[config.mk]
export PLATFORM = sky130hd
export DESIGN_NAME = debounced_direction_select
export DESIGN_NICKNAME = d
export VERILOG_FILES = /design/src/rtl/simon_pkg.sv /design/src/rtl/key_debounce.sv /design/src/rtl/debounced_direction_select.sv
export SDC_FILE = /design/constraint.sdc
export NUM_CORES = 1
export LEC_CHECK = 0
export ABC_CLOCK_PERIOD_IN_PS = 2250
export BUFFER_PORTS_ARGS = -buffer_cell sky130_fd_sc_hd__clkbuf_2
export CAP_MARGIN = 20
export CORE_ASPECT_RATIO = 2
export CORE_UTILIZATION = 50
export CTS_CLUSTER_SIZE = 16
export DETAILED_ROUTE_END_ITERATION = 12
export GPL_ROUTABILITY_DRIVEN = 0
export PLACE_DENSITY = 0.8
export RECOVER_POWER = 25
export SLEW_MARGIN = 20
export SYNTH_ARGS = -nofsm -noshare
export SYNTH_HDL_FRONTEND = slang
export SYNTH_HIERARCHICAL = 1
export SYNTH_SLANG_ARGS = --single-unit
[constraint.sdc]
create_clock -name clock -period 2.25 [get_ports clock]
set_input_delay 0.45 -clock clock [delete_from_list [all_inputs] [get_ports clock]]
set_output_delay 0.45 -clock clock [all_outputs]
set_load 0.01 [all_outputs]
[src/rtl/simon_pkg.sv]
`default_nettype none
// ============================================================================
// Module : simon_pkg
// Brief  : Direction codes, front-end FSM states and vector helpers.
// Rev    : 1.0
// ============================================================================
package simon_pkg;

  localparam logic [2:0] DIR_UP    = 3'd0;
  localparam logic [2:0] DIR_RIGHT = 3'd1;
  localparam logic [2:0] DIR_DOWN  = 3'd2;
  localparam logic [2:0] DIR_LEFT  = 3'd3;
  localparam logic [2:0] DIR_NONE  = 3'b111;

  typedef enum logic [1:0] {
    ST_IDLE    = 2'd0,
    ST_HELD    = 2'd1,
    ST_BLOCKED = 2'd2
  } dir_state_e;

  function automatic int popcount32(input logic [31:0] vec);
    int cnt;
    cnt = 0;
    for (int i = 0; i < 32; i++) begin
      if (vec[i]) cnt++;
    end
    return cnt;
  endfunction

  // Bit index of a one-hot vector; -1 for zero or multi-hot.
  function automatic int onehot_index(input logic [31:0] vec);
    int idx;
    idx = -1;
    for (int i = 0; i < 32; i++) begin
      if (vec[i]) idx = i;
    end
    return (popcount32(vec) == 1) ? idx : -1;
  endfunction

endpackage
`default_nettype wire

[src/rtl/key_debounce.sv]
`default_nettype none
// ============================================================================
// Module : key_debounce
// Brief  : Two-flop synchroniser plus counter debounce for one raw key.
// Rev    : 1.0
// ============================================================================
module key_debounce #(
  parameter int DEBOUNCE_CYCLES = 16,
  parameter bit KEY_ACTIVE_LOW  = 1'b0
) (
  input  logic clock,
  input  logic resetn,
  input  logic raw,
  output logic stable
);

  localparam int CNT_W = (DEBOUNCE_CYCLES > 1) ? $clog2(DEBOUNCE_CYCLES) : 1;
  localparam logic [CNT_W-1:0] CNT_LAST = CNT_W'(DEBOUNCE_CYCLES - 1);

  logic             sync1_q, sync1_d;
  logic             sync2_q, sync2_d;
  logic             stable_q, stable_d;
  logic [CNT_W-1:0] cnt_q, cnt_d;

  always_comb begin
    sync1_d  = KEY_ACTIVE_LOW ? ~raw : raw;
    sync2_d  = sync1_q;
    stable_d = stable_q;
    cnt_d    = '0;
    // Accept the new level only after DEBOUNCE_CYCLES consecutive differing samples.
    if (sync2_q != stable_q) begin
      if (cnt_q == CNT_LAST) stable_d = ~stable_q;
      else                   cnt_d    = cnt_q + 1'b1;
    end
  end

  always_ff @(posedge clock or negedge resetn) begin
    if (!resetn) begin
      sync1_q  <= 1'b0;
      sync2_q  <= 1'b0;
      stable_q <= 1'b0;
      cnt_q    <= '0;
    end else begin
      sync1_q  <= sync1_d;
      sync2_q  <= sync2_d;
      stable_q <= stable_d;
      cnt_q    <= cnt_d;
    end
  end

  assign stable = stable_q;

endmodule
`default_nettype wire

[src/rtl/debounced_direction_select.sv]
`default_nettype none
// ============================================================================
// Module : debounced_direction_select
// Brief  : Debounced direction keys -> level code, press events (valid/ready), collisions.
// Rev    : 1.0
// ============================================================================
module debounced_direction_select #(
  parameter int NUM_KEYS        = 4,
  parameter int CODE_W          = 3,
  parameter int DEBOUNCE_CYCLES = 16,
  parameter bit KEY_ACTIVE_LOW  = 1'b0
) (
  input  logic                clock,
  input  logic                resetn,
  input  logic [NUM_KEYS-1:0] keys,
  output logic [CODE_W-1:0]   dir_level,
  output logic [CODE_W-1:0]   dir_code,
  output logic                dir_valid,
  input  logic                dir_ready,
  output logic                overrun,
  output logic                multi_key
);

  import simon_pkg::*;

  logic [NUM_KEYS-1:0] deb;

  generate
    for (genvar i = 0; i < NUM_KEYS; i++) begin : g_key
      key_debounce #(
        .DEBOUNCE_CYCLES (DEBOUNCE_CYCLES),
        .KEY_ACTIVE_LOW  (KEY_ACTIVE_LOW)
      ) u_key_debounce (
        .clock  (clock),
        .resetn (resetn),
        .raw    (keys[i]),
        .stable (deb[i])
      );
    end
  endgenerate

  dir_state_e        state_q, state_d;
  logic [CODE_W-1:0] dir_level_q, dir_level_d;
  logic [CODE_W-1:0] dir_code_q, dir_code_d;
  logic              dir_valid_q, dir_valid_d;
  logic              overrun_q, overrun_d;
  logic              multi_key_q, multi_key_d;
  int                oh_idx;
  logic [CODE_W-1:0] oh_code;

  always_comb begin
    oh_idx      = onehot_index(32'(deb));
    oh_code     = CODE_W'(oh_idx);
    dir_level_d = (oh_idx >= 0) ? oh_code : {CODE_W{1'b1}};
    multi_key_d = popcount32(32'(deb)) > 1;
    state_d     = state_q;
    dir_code_d  = dir_code_q;
    dir_valid_d = dir_valid_q;
    overrun_d   = 1'b0;

    if (dir_valid_q && dir_ready) dir_valid_d = 1'b0;

    case (state_q)
      ST_IDLE: begin
        if (oh_idx >= 0) begin
          state_d = ST_HELD;
          // A press arriving while the consumer stalls is dropped and flagged.
          if (!dir_valid_q || dir_ready) begin
            dir_code_d  = oh_code;
            dir_valid_d = 1'b1;
          end else begin
            overrun_d = 1'b1;
          end
        end else if (deb != '0) begin
          state_d = ST_BLOCKED;
        end
      end
      ST_HELD, ST_BLOCKED: begin
        if (deb == '0) state_d = ST_IDLE;
      end
      default: state_d = ST_IDLE;
    endcase
  end

  always_ff @(posedge clock or negedge resetn) begin
    if (!resetn) begin
      state_q     <= ST_IDLE;
      dir_level_q <= '1;
      dir_code_q  <= '1;
      dir_valid_q <= 1'b0;
      overrun_q   <= 1'b0;
      multi_key_q <= 1'b0;
    end else begin
      state_q     <= state_d;
      dir_level_q <= dir_level_d;
      dir_code_q  <= dir_code_d;
      dir_valid_q <= dir_valid_d;
      overrun_q   <= overrun_d;
      multi_key_q <= multi_key_d;
    end
  end

  assign dir_level = dir_level_q;
  assign dir_code  = dir_code_q;
  assign dir_valid = dir_valid_q;
  assign overrun   = overrun_q;
  assign multi_key = multi_key_q;

endmodule
`default_nettype wire

# Word-level counts from Yosys, hierarchy flattened
# Cells that the tools add are included.
# Widths: inputs -> output; s select.
word_totals:
  latchBits: 0
  reg_bits: 39
  mem_bits_ro: 0
  memories: 0
  ramBits: 0
  inputBits: 7
  elab_cells: 90
classes:
  magnitude_cmp: 2
  bitwise: 4
  addsub: 7
  n_eq_ne: 13
  muxes: 29
  div_mod_pow: 0
  shift: 0
  reduce_logical: 13
  mul: 0
op_table:
  columns: ["cell", "count"]
  rows:
  - ["$mux 32", 8]
  - ["$add 32x2->32 const B", 3]
  - ["$eq 32x2->1 const B", 1]
  - ["$ge 32x1->1 const B", 1]
  - ["$gt 32x2->1 const B", 1]
  - ["$mux 4", 8]
  - ["$add 4x1->4 const B", 4]
  - ["$eq 4x4->1 const B", 4]
  - ["$reduce_and 2->1", 5]
  - ["$mux 1", 8]
  - ["$mux 2", 3]
  - ["$logic_not 4->1", 1]
  - ["$ne 1x1->1", 4]
  - ["$not 1->1", 4]
  - ["$pmux 2 s2", 1]
  - ["$reduce_bool 4->1", 1]
  - ["$mux 3", 1]
  - ["$ne 3x3->1 const B", 1]
  - ["$reduce_and 3->1", 1]
  - ["$eq 2x1->1 const B", 1]
  - ["$eq 2x2->1 const B", 1]
  - ["$logic_not 2->1", 1]
  - ["$ne 2x2->1 const B", 1]
  - ["$reduce_or 2->1", 1]
  - ["3 further kinds", 3]

# Depth between registers and ports, before layout
depth:
  depth_word: 12
  mapped_depth: 9
  ltp_nobuf: 9

# Modules after synthesis
# Netlist, hierarchy kept.
by_module_without_submodules:
  columns: ["module", "n_inst", "area_each_um2", "cells_per_inst"]
  rows:
  - ["key_debounce", 4, 270.3, 18]
  - ["debounced_direction_select", 1, 641.9, 53]

# Worst setup path before layout
# No wires, ideal clock.
synth_path:
  kind: "reg-to-reg"
  start: "register g_key[0].u_key_debounce.stable_q"
  end: "register dir_code_q[0] (netlist: dir_code[0])"
  setup_slack_ps: -1
  path_stages_with_launch: 10
  arrival_time_ps: 2167
  path_cell_list: "dfrtp_1 > inv_1 > ha_1 > xor2_4 > ha_1 > nand2_1 > xnor2_4 > nand4_4 > nor3_4 > mux2_1"
synth_between:
  elab_chain_cells: 11
synth_rtl:
  columns: ["item", "line", "source"]
  rows:
  - ["from (decl)", "key_debounce.sv:22", "logic stable_q, stable_d;"]
  - ["from (signal assigned)", "key_debounce.sv:46", "stable_q <= stable_d;"]
  - ["$mux 1", "simon_pkg.sv:25", "if (vec[i]) cnt++;"]
  - ["$add 32x2->32", "simon_pkg.sv:25", null]
  - ["$mux 32", "simon_pkg.sv:25", null]
  - ["$add 32x2->32", "simon_pkg.sv:25", null]
  - ["$mux 32", "simon_pkg.sv:25", null]
  - ["$add 32x2->32", "simon_pkg.sv:25", null]
  - ["$mux 32", "simon_pkg.sv:25", null]
  - ["$eq 32x2->1", "simon_pkg.sv:37", "return (popcount32(vec) == 1) ? idx : -1;"]
  - ["$mux 32 (*)", "simon_pkg.sv:37", null]
  - ["$ge 32x1->1", "debounced_direction_select.sv:65", "if (oh_idx >= 0) begin"]
  - ["$reduce_and 3->1 (no source line)", null, null]
  - ["to (signal assigned)", "debounced_direction_select.sv:96", "dir_code_q <= dir_code_d;"]
  - ["to (decl)", "debounced_direction_select.sv:44", "logic [CODE_W-1:0] dir_code_q, dir_code_d;"]
# Mark *: on every way between the ends. The rest lies on a longest branch, timed or not.
# A chain may end at the register's enable or synchronous reset.

# Worst setup path in the final report
layout_path:
  start: "register g_key[1].u_key_debounce.stable_q"
  end: "register dir_level_q[0] (netlist: dir_level[0])"
layout_between:
  elab_chain_cells: 9
layout_rtl:
  columns: ["item", "line", "source"]
  rows:
  - ["from (decl)", "key_debounce.sv:22", null]
  - ["from (signal assigned)", "key_debounce.sv:46", null]
  - ["$mux 32", "simon_pkg.sv:25", null]
  - ["$add 32x2->32", "simon_pkg.sv:25", null]
  - ["$mux 32", "simon_pkg.sv:25", null]
  - ["$add 32x2->32", "simon_pkg.sv:25", null]
  - ["$mux 32", "simon_pkg.sv:25", null]
  - ["$eq 32x2->1", "simon_pkg.sv:37", null]
  - ["$mux 32 (*)", "simon_pkg.sv:37", null]
  - ["$ge 32x1->1", "debounced_direction_select.sv:54", "dir_level_d = (oh_idx >= 0) ? oh_code : {CODE_W{1'b1}};"]
  - ["$mux 3 (*)", "debounced_direction_select.sv:54", null]
  - ["net dir_level_d[0]", "debounced_direction_select.sv:43", "logic [CODE_W-1:0] dir_level_q, dir_level_d;"]
  - ["to (signal assigned)", "debounced_direction_select.sv:95", "dir_level_q <= dir_level_d;"]
  - ["to (decl)", "debounced_direction_select.sv:43", null]
# Mark *: on every way through the listed nets, which the timed path passes. The rest lies on a longest branch.

==> flow_metrics.env <==
export IMPL_ir_worst_vdd_mv=0.6233
export IMPL_synth_ff_type="dfrtp_1"
export IMPL_final_util=0.6234
export IMPL_clock_path_buffers=2
export IMPL_grt_pass1_wl_mm=4.754
export IMPL_die_x_um=43.51
export IMPL_max_slew_margin=0.4932
export IMPL_multiInputGateArea_sq_um=724.4
export IMPL_yosys_register_bits=39
export IMPL_critPathCaptureType="register"
export IMPL_cpPeakStageDelay_ns=0.40
export IMPL_min_path_type="in2async"
export IMPL_p_per_area_nw_per_um2=697.7
export IMPL_drc=5
export IMPL_track_usage=0.1740
export IMPL_portBuffers=15
export IMPL_tightest_slew_ns=0.7603
export IMPL_synthCells=125
export IMPL_drtAntennaViolNets=0
export IMPL_startpoint="g_key[1].u_key_debounce/stable$_DFFE_PN0P_"
export IMPL_core_rowCount=29
export IMPL_syn_cell_area_sq_um=1723
export IMPL_critical_path_class="reg2reg"
export IMPL_antenna_found_initial=0
export IMPL_die_area_sq_um=3699
export IMPL_nets=170
export IMPL_top_layer="met4"
export IMPL_totalWireLength_mm=2.624
export IMPL_yosys_warnings=6
export IMPL_num_io_pins=16
export IMPL_seqCellArea_sq_um=983.4
export IMPL_worstPathArrival_ns=2.33
export IMPL_cts_sinks=39
export IMPL_hpwl_mm=2.034
export IMPL_via_per_inst=5.672
export IMPL_insertion_delay_ns=0.29
export IMPL_p_leak_nw=0.9601
export IMPL_syn_nets=141
export IMPL_cts_made_buffers=5
export IMPL_fin_crit_sh=0.9416
export IMPL_cap_violations=0
export IMPL_required_ns=2.46
export IMPL_grt_pass1_vias=1155
export IMPL_h_tree_depth=2
export IMPL_wl_met1_um=986
export IMPL_wl_per_cell_um=14.11
export IMPL_startpoint_type="register"
export IMPL_synth_cell_types=34
export IMPL_fin_worst_skew_ns=0.006458
export IMPL_r2r_start="g_key[1].u_key_debounce/stable$_DFFE_PN0P_"
export IMPL_dr_pass1_iters=8
export IMPL_clk_pin_slew_ns=0.07
export IMPL_cts_tree="built"
export IMPL_dp_slack_ns=0.05173
export IMPL_worst_path_max_delay_cell="dfrtp_1"
export IMPL_cp_max_fo=7
export IMPL_synth_area_leader_cell="dfrtp_1"
export IMPL_ys_async_sr_fraction=1.000
export IMPL_synth_edf_count=0
export IMPL_setup_tns_final_ns=0
export IMPL_max_freq_mhz=472.0
export IMPL_ys_top_cells_by_count="dfrtp_1 (33), ha_1 (9), xnor2_1 (8)"
export IMPL_syn_avg_cell_area_sq_um=13.78
export IMPL_fin_crit_ns=2.119
export IMPL_synthTopCellsByArea="dfrtp_1 (48%), dfstp_2 (9.2%), ha_1 (6.5%)"
export IMPL_outcome="complete, but fails checks"
export IMPL_rsz0062_at_grt="false"
export IMPL_slew_viol_final=0
export IMPL_setup_ws_ns=0.1314
export IMPL_vias=1055
export IMPL_path_cells="inv_1, ha_4, xor2_4, ha_1, nand2_2, xnor2_4, nand4_4, buf_4, or3_1"
export IMPL_n_fill_cell=240
export IMPL_final_layout_size_suffix_gt1_frac=0.3226
export IMPL_first_iter_violations=25
export IMPL_die_height_um=85.02
export IMPL_finalHoldViolations=0
export IMPL_grt_overflow=0
export IMPL_p_total_mw=1.405
export IMPL_start_util=0.5335
export IMPL_failed_checks="DRC"
export IMPL_ys_seq_area_frac=0.5708
export IMPL_root_buffer="clkbuf_8"
export IMPL_synth_top_cell_area_share=0.4793
export IMPL_core_sq_um=3229
export IMPL_wl_met2_mm=1.459
export IMPL_synthToLayoutAreaGrowth_pct=16.85
export IMPL_synth_most_common_cell="dfrtp_1"
export IMPL_grt_max_degree=17
export IMPL_n_antenna_cell=0
export IMPL_dr_wl_met3_um=106
export IMPL_setup_viol_count_final=0
## metal layers
metal  vias up  global-route usage
met5         -                   0
met4         0             0.09091
met3         8             0.05957
met2        26              0.3030
met1       519              0.1750
li1        502                   -
## layout make-up
cell class                 count  area share
clock buffer                   6     0.04102
clock inverter                 2     0.01740
inverter                       5    0.009323
multi-input combinational     80      0.3599
sequential                    39      0.4885
tap                           31     0.01927
timing repair buffer          23     0.06464
## worst max-delay path: cells and delay by family (launching register included)
family / cells / cell delay, ns
DFF: 1 / 0.40
and+or+nand+nor: 3 / 0.56
xor gates and xnor gates: 2 / 0.34
adders and majority gates: 2 / 0.47
buffers and inverters: 2 / 0.28
## kinds of logic after synthesis
group | after synthesis | synth area share
flip-flops | 39 | 0.5708
adder cells (fa/ha/maj) | 9 | 0.06536
buffers and inverters | 6 | 0.01743
multiplexers | 6 | 0.04721
XOR/XNOR | 11 | 0.08207
AO/OA/AOI/OAI | 19 | 0.08278
AND/OR/NAND/NOR | 35 | 0.1344
## repair_timing
action / in CTS / in global routing
hold buffers: 0 / 0
resized for setup: 0 / 1
endpoints found under the setup margin: 0 / 4
setup buffers: 0 / 1
## state kept, by name, summed over array words and instances, names as in the netlist
signal / count
dir_level: 3
g_key.u_key_debounce/sync1_q: 4
dir_valid: 1
dir_code: 3
g_key.u_key_debounce/sync2_q: 4
g_key.u_key_debounce/stable: 4
overrun: 1
multi_key: 1
state_q: 2
g_key.u_key_debounce/cnt_q: 16
## placed cells by master, fill, tap and decap left out, types with 2 or more instances in the layout
master / Yosys / routed
a21o_1: 4 / 4
buf_4: 0 / 7
nand2b_1: 2 / 2
o32ai_1: 2 / 2
dfstp_2: 6 / 6
a31oi_1: 4 / 4
nor2b_1: 5 / 5
inv_1: 5 / 5
nand2_1: 5 / 4
nor3b_1: 4 / 4
nand3_2: 4 / 4
a311oi_1: 4 / 4
mux2_4: 4 / 4
dfrtp_1: 33 / 33
xnor2_1: 8 / 8
ha_1: 9 / 8
nor2_1: 7 / 7
clkbuf_2: 0 / 14
nand3_1: 2 / 2
clkbuf_8: 0 / 6
clkbuf_1: 0 / 2
## per-stage QoR
stage	cell area [sq um]	cells	hold slack [ns]
floorplan	1735	125	0.1544
global placement	1891	177	0.3113
detailed placement	1891	177	0.3175
CTS	2008	185	0.003034
global route	2013	186	0.1197
finish	2013	186	0.09610
## worst paths after layout
| check | to | slack [ns] | cells after the start |
|---|---|---|---|
| min in group clock | g_key[3].u_key_debounce/sync1_q$_DFF_PN0_ | 0.27 | 1 |
| worst min register to register | g_key[1].u_key_debounce/sync2_q$_DFF_PN0_ | 0.35 | 0 |
| worst max register to register | dir_level[0]$_DFF_PN1_ | 0.13 | 9 |
| worst min-delay path | g_key[0].u_key_debounce/cnt_q[3]$_DFF_PN0_ | 0.1 | 1 |
| max in group asynchronous | g_key[1].u_key_debounce/sync1_q$_DFF_PN0_ | 1.10 | 2 |
| worst max-delay path | dir_level[0]$_DFF_PN1_ | 0.13 | 9 |
## power breakdown
part	internal [mW]	switching, mW	leakage, nW	total (mW)
logic	0.0341	0.0407	0.404	0.0748
registers	0.728	0.0230	0.495	0.751
clock network	0.358	0.220	0.0612	0.579
No activity file was read; power rests on OpenSTA's default activity.
